--- src/rtl/trb_mem_responder_pkg.sv ---
// Shared geometry and state encoding for the trace ring-buffer responder.
// Optional parity storage: define TRB_MEM_PARITY_EN.
package trb_mem_responder_pkg;

  localparam int TRB_WIDTH      = 8;
  localparam int TRB_DEPTH      = 16;
  localparam int TRB_ADDR_WIDTH = $clog2(TRB_DEPTH);

  typedef enum logic [1:0] {
    MEM_IDLE,
    MEM_CLEAR,
    MEM_RUN
  } mem_state_t;

endpackage

--- src/rtl/trb_mem_responder_if.sv ---
// Logger <-> responder pointer/data bundle.
// master = logger side, slave = memory responder.
interface trb_mem_responder_if;
  import trb_mem_responder_pkg::*;

  logic                      RW_TURN_O;
  logic                      WRITE_I;
  logic [TRB_ADDR_WIDTH-1:0] WRITE_PTR_I;
  logic [TRB_WIDTH-1:0]      DMEM_I;
  logic [TRB_ADDR_WIDTH-1:0] READ_PTR_I;
  logic [TRB_WIDTH-1:0]      DMEM_O;
  logic                      WRITE_ALLOW_O;
  logic                      READ_ALLOW_O;

  modport master (
    input  RW_TURN_O, DMEM_O,
    input  WRITE_ALLOW_O, READ_ALLOW_O,
    output WRITE_I, WRITE_PTR_I,
    output DMEM_I, READ_PTR_I
  );

  modport slave (
    output RW_TURN_O, DMEM_O,
    output WRITE_ALLOW_O, READ_ALLOW_O,
    input  WRITE_I, WRITE_PTR_I,
    input  DMEM_I, READ_PTR_I
  );

endinterface

--- src/rtl/trb_mem_responder_dpram.sv ---
// 1-write/1-read synchronous RAM, registered read.
// Contents and read register are not reset.
module trb_dpram #(
  parameter int W = 8,
  parameter int D = 16,
  parameter int AW = $clog2(D)
) (
  input  logic          CLK_I,
  input  logic          we,
  input  logic [AW-1:0] waddr,
  input  logic [W-1:0]  wdata,
  input  logic          re,
  input  logic [AW-1:0] raddr,
  output logic [W-1:0]  rdata
);

  logic [W-1:0] mem [D];

  always_ff @(posedge CLK_I) begin
    if (we) mem[waddr] <= wdata;
    if (re) rdata <= mem[raddr];
  end

endmodule

--- src/rtl/trb_mem_responder.sv ---
// Trace ring-buffer responder: turn strobe, allows, clear sequencer.
// Optional parity storage and checking: define TRB_MEM_PARITY_EN.
module trb_mem_responder
  import trb_mem_responder_pkg::*;
(
  input  logic                CLK_I,
  input  logic                RST_I,
  input  logic                EN_I,
  input  logic                CLEAR_I,
  input  logic                HOLD_I,
  trb_mem_responder_if.slave  bus,
  output logic                BUSY_O,
  output logic                ERR_O,
  output logic                PARITY_ERR_O
);

`ifdef TRB_MEM_PARITY_EN
  localparam int RW = TRB_WIDTH + 1;
`else
  localparam int RW = TRB_WIDTH;
`endif

  mem_state_t                state;
  logic                      turn;
  logic                      err;
  logic                      byp;
  logic [TRB_WIDTH-1:0]      byp_d;
  logic [TRB_ADDR_WIDTH-1:0] cnt;

  logic                      allow;
  logic                      wr_ok;
  logic                      hit;
  logic                      pf;
  logic                      re;
  logic                      we;
  logic                      clr_wr;
  logic [TRB_ADDR_WIDTH-1:0] waddr;
  logic [RW-1:0]             wdata;
  logic [RW-1:0]             rdata;
  logic [RW-1:0]             udata;

  assign allow  = (state == MEM_RUN) && !HOLD_I;
  assign wr_ok  = turn && bus.WRITE_I && allow;
  assign hit    = wr_ok &&
                  (bus.WRITE_PTR_I == bus.READ_PTR_I);
  assign pf     = (state == MEM_RUN) && turn;
  assign re     = pf && !RST_I && !CLEAR_I;
  assign clr_wr = state == MEM_CLEAR;
  assign we     = !RST_I && (clr_wr || wr_ok);
  assign waddr  = clr_wr ? cnt : bus.WRITE_PTR_I;

`ifdef TRB_MEM_PARITY_EN
  assign udata = {^bus.DMEM_I, bus.DMEM_I};
`else
  assign udata = bus.DMEM_I;
`endif
  assign wdata = clr_wr ? '0 : udata;

  trb_dpram #(
    .W (RW),
    .D (TRB_DEPTH)
  ) u_ram (
    .CLK_I (CLK_I),
    .we    (we),
    .waddr (waddr),
    .wdata (wdata),
    .re    (re),
    .raddr (bus.READ_PTR_I),
    .rdata (rdata)
  );

  // Reset selects the zeroed bypass word so DMEM_O reads 0.
  always_ff @(posedge CLK_I) begin
    if (RST_I) begin
      state <= MEM_IDLE;
      turn  <= 1'b0;
      err   <= 1'b0;
      cnt   <= '0;
      byp   <= 1'b1;
      byp_d <= '0;
    end else if (CLEAR_I) begin
      state <= MEM_CLEAR;
      turn  <= 1'b0;
      err   <= 1'b0;
      cnt   <= '0;
    end else begin
      if (bus.WRITE_I && !wr_ok) err <= 1'b1;
      if (pf) begin
        byp   <= hit;
        byp_d <= bus.DMEM_I;
      end
      unique case (state)
        MEM_IDLE: begin
          if (EN_I) begin
            state <= MEM_RUN;
            turn  <= 1'b1;
          end
        end
        MEM_CLEAR: begin
          cnt <= cnt + 1'b1;
          if (&cnt) begin
            state <= EN_I ? MEM_RUN : MEM_IDLE;
            turn  <= EN_I;
          end
        end
        MEM_RUN: begin
          if (!EN_I) begin
            state <= MEM_IDLE;
            turn  <= 1'b0;
          end else begin
            turn <= ~turn;
          end
        end
        default: state <= MEM_IDLE;
      endcase
    end
  end

`ifdef TRB_MEM_PARITY_EN
  logic chk;
  logic perr_q;
  logic perr_now;

  // Only RAM-sourced words are checked; bypassed data never is.
  assign perr_now = chk &&
    (^rdata[TRB_WIDTH-1:0] != rdata[TRB_WIDTH]);

  always_ff @(posedge CLK_I) begin
    if (RST_I || CLEAR_I) begin
      chk    <= 1'b0;
      perr_q <= 1'b0;
    end else begin
      perr_q <= perr_q | perr_now;
      if (pf) chk <= !hit;
    end
  end

  assign PARITY_ERR_O = perr_q | perr_now;
`else
  assign PARITY_ERR_O = 1'b0;
`endif

  assign bus.RW_TURN_O     = turn;
  assign bus.WRITE_ALLOW_O = allow;
  assign bus.READ_ALLOW_O  = allow;
  assign bus.DMEM_O = byp ? byp_d : rdata[TRB_WIDTH-1:0];
  assign BUSY_O = state == MEM_CLEAR;
  assign ERR_O  = err;

endmodule
--- src/flat_wrapper.sv ---
// flat-port wrapper written by rule: the top's interface ports become plain ports
module trb_mem_responder_flat import trb_mem_responder_pkg::*;
  (CLK_I, RST_I, EN_I, CLEAR_I, HOLD_I, BUSY_O, ERR_O, PARITY_ERR_O, bus_RW_TURN_O, bus_DMEM_O, bus_WRITE_ALLOW_O, bus_READ_ALLOW_O, bus_WRITE_I, bus_WRITE_PTR_I, bus_DMEM_I, bus_READ_PTR_I);
  trb_mem_responder_if bus_i ();
  input  logic CLK_I;
  input  logic RST_I;
  input  logic EN_I;
  input  logic CLEAR_I;
  input  logic HOLD_I;
  output logic BUSY_O;
  output logic ERR_O;
  output logic PARITY_ERR_O;
  output wire logic [$bits(bus_i.RW_TURN_O)-1:0] bus_RW_TURN_O;
  output wire logic [$bits(bus_i.DMEM_O)-1:0] bus_DMEM_O;
  output wire logic [$bits(bus_i.WRITE_ALLOW_O)-1:0] bus_WRITE_ALLOW_O;
  output wire logic [$bits(bus_i.READ_ALLOW_O)-1:0] bus_READ_ALLOW_O;
  input wire logic [$bits(bus_i.WRITE_I)-1:0] bus_WRITE_I;
  input wire logic [$bits(bus_i.WRITE_PTR_I)-1:0] bus_WRITE_PTR_I;
  input wire logic [$bits(bus_i.DMEM_I)-1:0] bus_DMEM_I;
  input wire logic [$bits(bus_i.READ_PTR_I)-1:0] bus_READ_PTR_I;
  assign bus_RW_TURN_O = bus_i.RW_TURN_O;
  assign bus_DMEM_O = bus_i.DMEM_O;
  assign bus_WRITE_ALLOW_O = bus_i.WRITE_ALLOW_O;
  assign bus_READ_ALLOW_O = bus_i.READ_ALLOW_O;
  assign bus_i.WRITE_I = bus_WRITE_I;
  assign bus_i.WRITE_PTR_I = bus_WRITE_PTR_I;
  assign bus_i.DMEM_I = bus_DMEM_I;
  assign bus_i.READ_PTR_I = bus_READ_PTR_I;
  trb_mem_responder u_core (.CLK_I(CLK_I), .RST_I(RST_I), .EN_I(EN_I), .CLEAR_I(CLEAR_I), .HOLD_I(HOLD_I), .bus(bus_i), .BUSY_O(BUSY_O), .ERR_O(ERR_O), .PARITY_ERR_O(PARITY_ERR_O));
endmodule
--- config.mk ---
export PLATFORM = sky130hd
export DESIGN_NAME = trb_mem_responder_flat
export DESIGN_NICKNAME = d
export VERILOG_FILES = /design/src/rtl/trb_mem_responder_pkg.sv /design/src/rtl/trb_mem_responder_if.sv /design/src/rtl/trb_mem_responder_dpram.sv /design/src/rtl/trb_mem_responder.sv /design/src/flat_wrapper.sv
export SDC_FILE = /design/constraint.sdc
export NUM_CORES = 1
export LEC_CHECK = 0
export CORE_MARGIN = 4
export CORE_UTILIZATION = 59
export DETAILED_ROUTE_END_ITERATION = 8
export GPL_TIMING_DRIVEN = 0
export PLACE_DENSITY = 0.79
export SLEW_MARGIN = 10
export SYNTH_ARGS = -nofsm -noshare
export SYNTH_HDL_FRONTEND = slang
export SYNTH_HIERARCHICAL = 1
export SYNTH_SLANG_ARGS = --single-unit
--- constraint.sdc ---
create_clock -name CLK_I -period 3.9 [get_ports CLK_I]
set_clock_uncertainty 0.05 [all_clocks]
set_input_delay 0.78 -clock CLK_I [delete_from_list [all_inputs] [get_ports CLK_I]]
set_output_delay 0.78 -clock CLK_I [all_outputs]
set_load 0.02 [all_outputs]
==> results of run 1 <==
power breakdown:
group / internal, uW / switching (uW)
Clock: 970 / 615
Sequential: 1820 / 7.29
Combinational: 101 / 149
Yosys cell counts (4+ instances only):
master	number
sky130_fd_sc_hd__edfxtp_1	136
sky130_fd_sc_hd__nor2_1	28
sky130_fd_sc_hd__mux4_2	18
sky130_fd_sc_hd__dfxtp_1	17
sky130_fd_sc_hd__a22oi_1	16
sky130_fd_sc_hd__mux4_1	14
sky130_fd_sc_hd__nand2_1	14
sky130_fd_sc_hd__mux2_2	12
sky130_fd_sc_hd__mux2i_1	11
sky130_fd_sc_hd__nor2b_1	10
sky130_fd_sc_hd__ha_1	7
sky130_fd_sc_hd__buf_2	6
sky130_fd_sc_hd__nand3b_1	5
sky130_fd_sc_hd__buf_4	4
sky130_fd_sc_hd__nand3_1	4
sky130_fd_sc_hd__nor3_1	4
sky130_fd_sc_hd__xnor2_1	4
final cells by class:
| class | instances | area (sq um) | area share [%] |
|---|---|---|---|
| clock buffers | 19 | 422 | 5.69 |
| clock inverters | 11 | 148 | 1.99 |
| inverters | 3 | 11.3 | 0.152 |
| plain buffers | 18 | 133 | 1.79 |
| well taps | 136 | 170 | 2.30 |
| multi-input cells | 170 | 1760 | 23.8 |
| flip-flops and latches | 153 | 4420 | 59.7 |
| repair buffers | 34 | 340 | 4.59 |
final timing paths:
kind / to / slack, ps / cells after the start
worst min-delay path: u_core/byp_d[0] / 450 / 2
worst max register to register: u_core/u_ram/mem[1][7] / 680 / 6
worst max-delay path: u_core/u_ram/mem[1][7] / 680 / 6
worst min register to register: u_core/byp_d[0] / 450 / 2
per-stage QoR:
step / utilization (%) / hold WS, ps / worst slack (ps)
5_1_grt: 71.5 / 464 / 556
4_1_cts: 71.3 / 447 / 390
2_1_floorplan: - / 408 / 865
6_report: 71.5 / 447 / 676
3_5_place_dp: 65.8 / 432 / 4.19
3_3_place_gp: 65.7 / 402 / 29.4
registers in the layout (all words and copies together), names as in the netlist:
signal	count
u_core/bus.RW_TURN_O	1
u_core/cnt	4
u_core/byp	1
u_core/u_ram/rdata	8
u_core/u_ram/mem	128
u_core/state	2
u_core/ERR_O	1
u_core/byp_d	8
logic make-up (layout without fill, tap and decap cells):
kind of cell,Yosys count,after routing
flops,153,153
simple gates,74,74
other cells,1,1
compound gates,26,26
fa+ha+maj,7,7
buf+inv,21,85
xor+xnor,7,7
mux,55,55
worst max-delay path: stages (launching register included):
cell	delay (ps)
sky130_fd_sc_hd__dfxtp_1	370
sky130_fd_sc_hd__inv_1	140
sky130_fd_sc_hd__ha_1	340
sky130_fd_sc_hd__clkbuf_2	340
sky130_fd_sc_hd__mux2_2	410
sky130_fd_sc_hd__or3b_2	550
sky130_fd_sc_hd__nor2_1	650
layer usage:
metal	global-route usage (%)	vias to the layer above
met4	8.19	0
met5	0	-
li1	-	1472
met3	7.17	22
met1	29.4	1756
met2	34.9	152
==> impl_metrics.yaml, run 1 <==
clocking:
  path_clk_slew_ps: 60
  tritoncts_clock_tree: "built"
  cts_buffers: 17
  cts_sinks: 153
  h-tree-depth: 4
  cts.repair_timing.setup_buffer_count: 0
  ctsLongestPathBuffers: 2
  ctsResizeCount: 0
  clk-insertion-delay-late_ps: 510
  cts-root-buf: "sky130_fd_sc_hd__clkbuf_8"
  holdBufCountCts: 0
logic_synthesis:
  yosys_register_bits: 153
  syn-mean-instance-area_sq_um: 18.3
  synth.area.mux_share_pct: 16.2
  synthArstFlopShare_pct: 0
  synthSimpleGateAreaFrac_pct: 5.72
  yosys_warnings: 6
  synth_flop_cell: "sky130_fd_sc_hd__edfxtp_1"
  synth-compound-area-share_pct: 3.18
  synth_adder_area_share_pct: 1.39
  synth_top_cells_by_area: "sky130_fd_sc_hd__edfxtp_1 (65%), sky130_fd_sc_hd__mux4_2 (6.4%), sky130_fd_sc_hd__mux4_1 (5.8%), sky130_fd_sc_hd__dfxtp_1 (5.4%), sky130_fd_sc_hd__mux2_2 (2.1%)"
  post_synth_design_cell_area_sq_um: 6300
  synth_top_cell_area_share_pct: 64.8
  syn-num-nets: 373
  main_combinational_cell_family_by_area_after_synthesis: "multiplexers"
  synth_top_cell_by_area: "sky130_fd_sc_hd__edfxtp_1"
  synth_edf_count: 136
  synth_cells: 344
  post_synth_num_cell_types: 38
  synth_xor_area_share_pct: 0.973
  synth_sequential_area_ratio_pct: 70.2
critical_path:
  highest_fanout_seen_on_the_critical_path: 10
  critPathLaunch: "u_core/state[1]"
  endpoint_kind: "register"
  startpoint_type: "register"
  worstPathArrival_ps: 3310
  setup.worst_path.class: "reg2reg"
  required_ps: 3980
  worstReg2RegStart: "u_core/state[1]"
layout:
  layout-drive-gt1-share_pct: 20.3
  fin_area_sq_um: 7410
  nFillCells: 644
  syn2layout_area_growth_pct: 17.6
  insertedDiodeCount: 0
  mostFrequentLayoutCell: "sky130_fd_sc_hd__edfxtp_1"
  layoutNonFillerInstCount: 544
  final_nets: 426
  layout.cells.most_common_list: "sky130_fd_sc_hd__edfxtp_1 (136), sky130_fd_sc_hd__clkdlybuf4s50_1 (34), sky130_fd_sc_hd__nor2_1 (28)"
routing:
  drt-met1-wl_um: 5220
  detail_route.vias_per_cell: 6.25
  first_iter_violations: 271
  postRouteAntennaNets: 0
  via_count: 3402
  detailedRoute.firstPassIterationCount: 5
  drc_errors: 0
  routed_wire_length_per_instance_um: 24.0
  met3RoutedLength_um: 981
  wirelength_um: 13000
  met2RoutedLength_um: 6570
  routed.top_layer: "met4"
run:
  maxCapViolCount: 0
sta:
  max_freq_mhz: 310
  finalMaxSlewViolations: 0
  rsz_0062_raised_after_global_routing: "no"
  setup_total_negative_slack_ps: 0
  setup_violations: 0
  final-hold-violation-count: 0
  tightestPinTransition_ps: 1250
  layout_worst_path_cycle_share_pct: 82.7
  worst_slew_margin_rel_pct: 16.2
  final_critical_path_time_including_i_o_delays_and_setup_ps: 3220
power:
  ir_drop_uv: 355
  design_power_total_uw: 3660
  static-leakage-power_uw: 0.00256
  power.density_nw_per_um2: 494
place:
  hpwl_um: 8160
  numPlacedInstances: 514
  dpl_cell_area_sq_um: 6820
  gpl.final_weighted_congestion: 0.862
  port-buffer-count: 34
floorplanning:
  std_cell_rows: 37
  design.portCount: 36
  placeableCoreArea_sq_um: 10400
  dieArea_sq_um: 12400
  floorplan.die.height_um: 111
  horizontal_extent_of_the_die_um: 111
  floorplan.initialDensity_pct: 60.8
run_status:
  run_status: "finished clean"
global_routing:
  grt_pass1_vias: 3422
  grt_antenna_before_repair: 0
  grt_first_pass_wirelength_um: 20100
  grt_overflow: 0
  grt_max_degree: 17
  overall_fraction_of_global_route_tracks_in_use_pct: 22.2
worst_hold_path:
  hold_class: "reg2reg"
  origin_of_the_worst_min_delay_path: "u_core/byp_d[0]"
(Power assumes the default switching activity.)
==> inputs of run 2 (changes only) <==
==> constraint.sdc (replaced) <==
create_clock -name CLK_I -period 3.1 [get_ports CLK_I]
set_clock_uncertainty 0.05 [all_clocks]
set_input_delay 0.62 -clock CLK_I [delete_from_list [all_inputs] [get_ports CLK_I]]
set_output_delay 0.62 -clock CLK_I [all_outputs]
set_load 0.02 [all_outputs]
==> impl_metrics.yaml, run 2 (synthesized netlist as in run 1, its figures left out) <==
layout:
  largest_register_ffs: 128
  layout-drive-gt1-share_pct: 21.3
  layoutNonFillerInstCount: 545
  utilization_pct: 71.8
  seqCellArea_sq_um: 4420
  fin_area_sq_um: 7440
  total_area_of_multi_input_combinational_cells_sq_um: 1780
  layout.cells.most_common_list: "sky130_fd_sc_hd__edfxtp_1 (136), sky130_fd_sc_hd__clkdlybuf4s50_1 (34), sky130_fd_sc_hd__nor2_1 (25)"
  insertedDiodeCount: 0
  syn2layout_area_growth_pct: 18.2
  nFillCells: 636
  mostFrequentLayoutCell: "sky130_fd_sc_hd__edfxtp_1"
  final_nets: 427
  reg.largest.list: "u_core/u_ram/mem x128, u_core/byp_d x8, u_core/u_ram/rdata x8"
  largest_register: "u_core/u_ram/mem"
clocking:
  cts-root-buf: "sky130_fd_sc_hd__clkbuf_8"
  h-tree-depth: 4
  cts_buffers: 17
  clk-insertion-delay-late_ps: 510
  ctsLongestPathBuffers: 2
  tritoncts_clock_tree: "built"
  path_clk_slew_ps: 60
  cts_sinks: 153
place:
  port-buffer-count: 34
  gpl.final_weighted_congestion: 0.862
  numPlacedInstances: 514
  hpwl_um: 8160
  place_ws_ps: -636
  dpl_cell_area_sq_um: 6820
floorplanning:
  horizontal_extent_of_the_die_um: 111
  floorplan.die.height_um: 111
  floorplan.initialDensity_pct: 60.8
  placeableCoreArea_sq_um: 10400
  dieArea_sq_um: 12400
  std_cell_rows: 37
  design.portCount: 36
power:
  static-leakage-power_uw: 0.00256
  ir_drop_uv: 408
  power.density_nw_per_um2: 619
global_routing:
  grt_first_pass_wirelength_um: 20100
  grt_max_degree: 17
  grt_overflow: 0
  overall_fraction_of_global_route_tracks_in_use_pct: 22.2
  grt_pass1_vias: 3419
  grt_antenna_before_repair: 0
routing:
  postRouteAntennaNets: 0
  detail_route.vias_per_cell: 6.21
  drc_errors: 0
  wirelength_um: 13100
  detailedRoute.firstPassIterationCount: 4
  first_iter_violations: 295
  routed_wire_length_per_instance_um: 24.1
  via_count: 3386
sta:
  max_freq_mhz: 329
  layout_worst_path_cycle_share_pct: 98.0
  rsz_0062_raised_after_global_routing: "yes"
  final-hold-violation-count: 0
  layout_setup_ws_ps: 62.0
  final_critical_path_time_including_i_o_delays_and_setup_ps: 3040
  setup_violations: 0
  finalMaxSlewViolations: 0
  worst_slew_margin_rel_pct: 14.3
  tightestPinTransition_ps: 1280
worst_hold_path:
  hold_class: "reg2reg"
critical_path:
  crit_chain: "inv_1 -> ha_1 -> clkbuf_2 -> mux2_2 -> or3b_2 -> nor2_2"
  required_ps: 3200
  highest_fanout_seen_on_the_critical_path: 10
  setup.worst_path.class: "reg2reg"
  regToRegSetupSlack_ps: 60
  worstPathArrival_ps: 3130
  slowest_stage_cell_on_the_critical_path: "sky130_fd_sc_hd__or3b_2"
  startpoint_type: "register"
  endpoint_kind: "register"
  crit_path_max_incr_delay_ps: 580
run:
  maxCapViolCount: 0
run_status:
  run_status: "finished clean"
-- run 2: cell types whose count changed in the layout (fill, tap and decap cells not counted) --
| cell | change |
|---|---|
| sky130_fd_sc_hd__nor2_1 | -3 |
| sky130_fd_sc_hd__nor2_2 | +3 |
| sky130_fd_sc_hd__buf_12 | +1 |
| sky130_fd_sc_hd__nor3_2 | -1 |
| sky130_fd_sc_hd__nor3_4 | +1 |
-- run 2: worst max-delay path, delay by kind of cell, from the launching register on --
kind	cells	cell delay [ps]
buffers and inverters	2	480
AND/OR/NAND/NOR	2	1010
adder cells (fa/ha/maj)	1	350
flip-flops	1	370
multiplexers	1	410
-- run 2: metrics by stage --
step | hold slack [ps] | total power, uW | setup TNS, ps
after detailed placement | 432 | 2640 | -14930
after global routing | 464 | 4750 | -365
after global placement | 402 | 2630 | -18360
final | 450 | 4600 | 0
after CTS | 447 | 4620 | -364
after floorplan | 408 | 2520 | 0
-- run 2: timing repair --
| action | 4_1_cts | 5_1_grt |
|---|---|---|
| setup buffers | 0 | 1 |
| endpoints found under the hold margin | 0 | 0 |
| resized for setup | 4 | 2 |
| hold buffers | 0 | 0 |
| endpoints found under the setup margin | 32 | 22 |
-- run 2: final cells by class --
class / instances / area share, %
tap: 136 / 2.29
buffer: 18 / 1.78
clock buffer: 19 / 5.66
sequential: 153 / 59.4
timing repair buffer: 35 / 4.84
inverter: 3 / 0.151
multi-input combinational: 170 / 23.9
clock inverter: 11 / 1.98
-- run 2: routing by layer --
metal	GRT usage (%)	share of wire (%)	up-vias	routed length, um
li1	-	-	1472	-
met1	29.5	42	1750	5450
met2	35.2	51	150	6670
met3	6.90	6.1	14	797
met4	7.95	1.6	0	205
met5	0	0	-	0
-- run 2: power by group --
part	total, uW	internal [uW]	switching [uW]
clock network	1990	1220	772
registers	2290	2280	9.31
logic	318	128	190
-- run 2: path summary, 6_finish.rpt --
check / from / end / depth (start not counted)
worst max register to register: u_core/state[1] / u_core/u_ram/mem[2][0] / 6
worst min-delay path: u_core/byp_d[0] / u_core/byp_d[0] / 2
worst min register to register: u_core/byp_d[0] / u_core/byp_d[0] / 2
worst max-delay path: u_core/state[1] / u_core/u_ram/mem[2][0] / 6
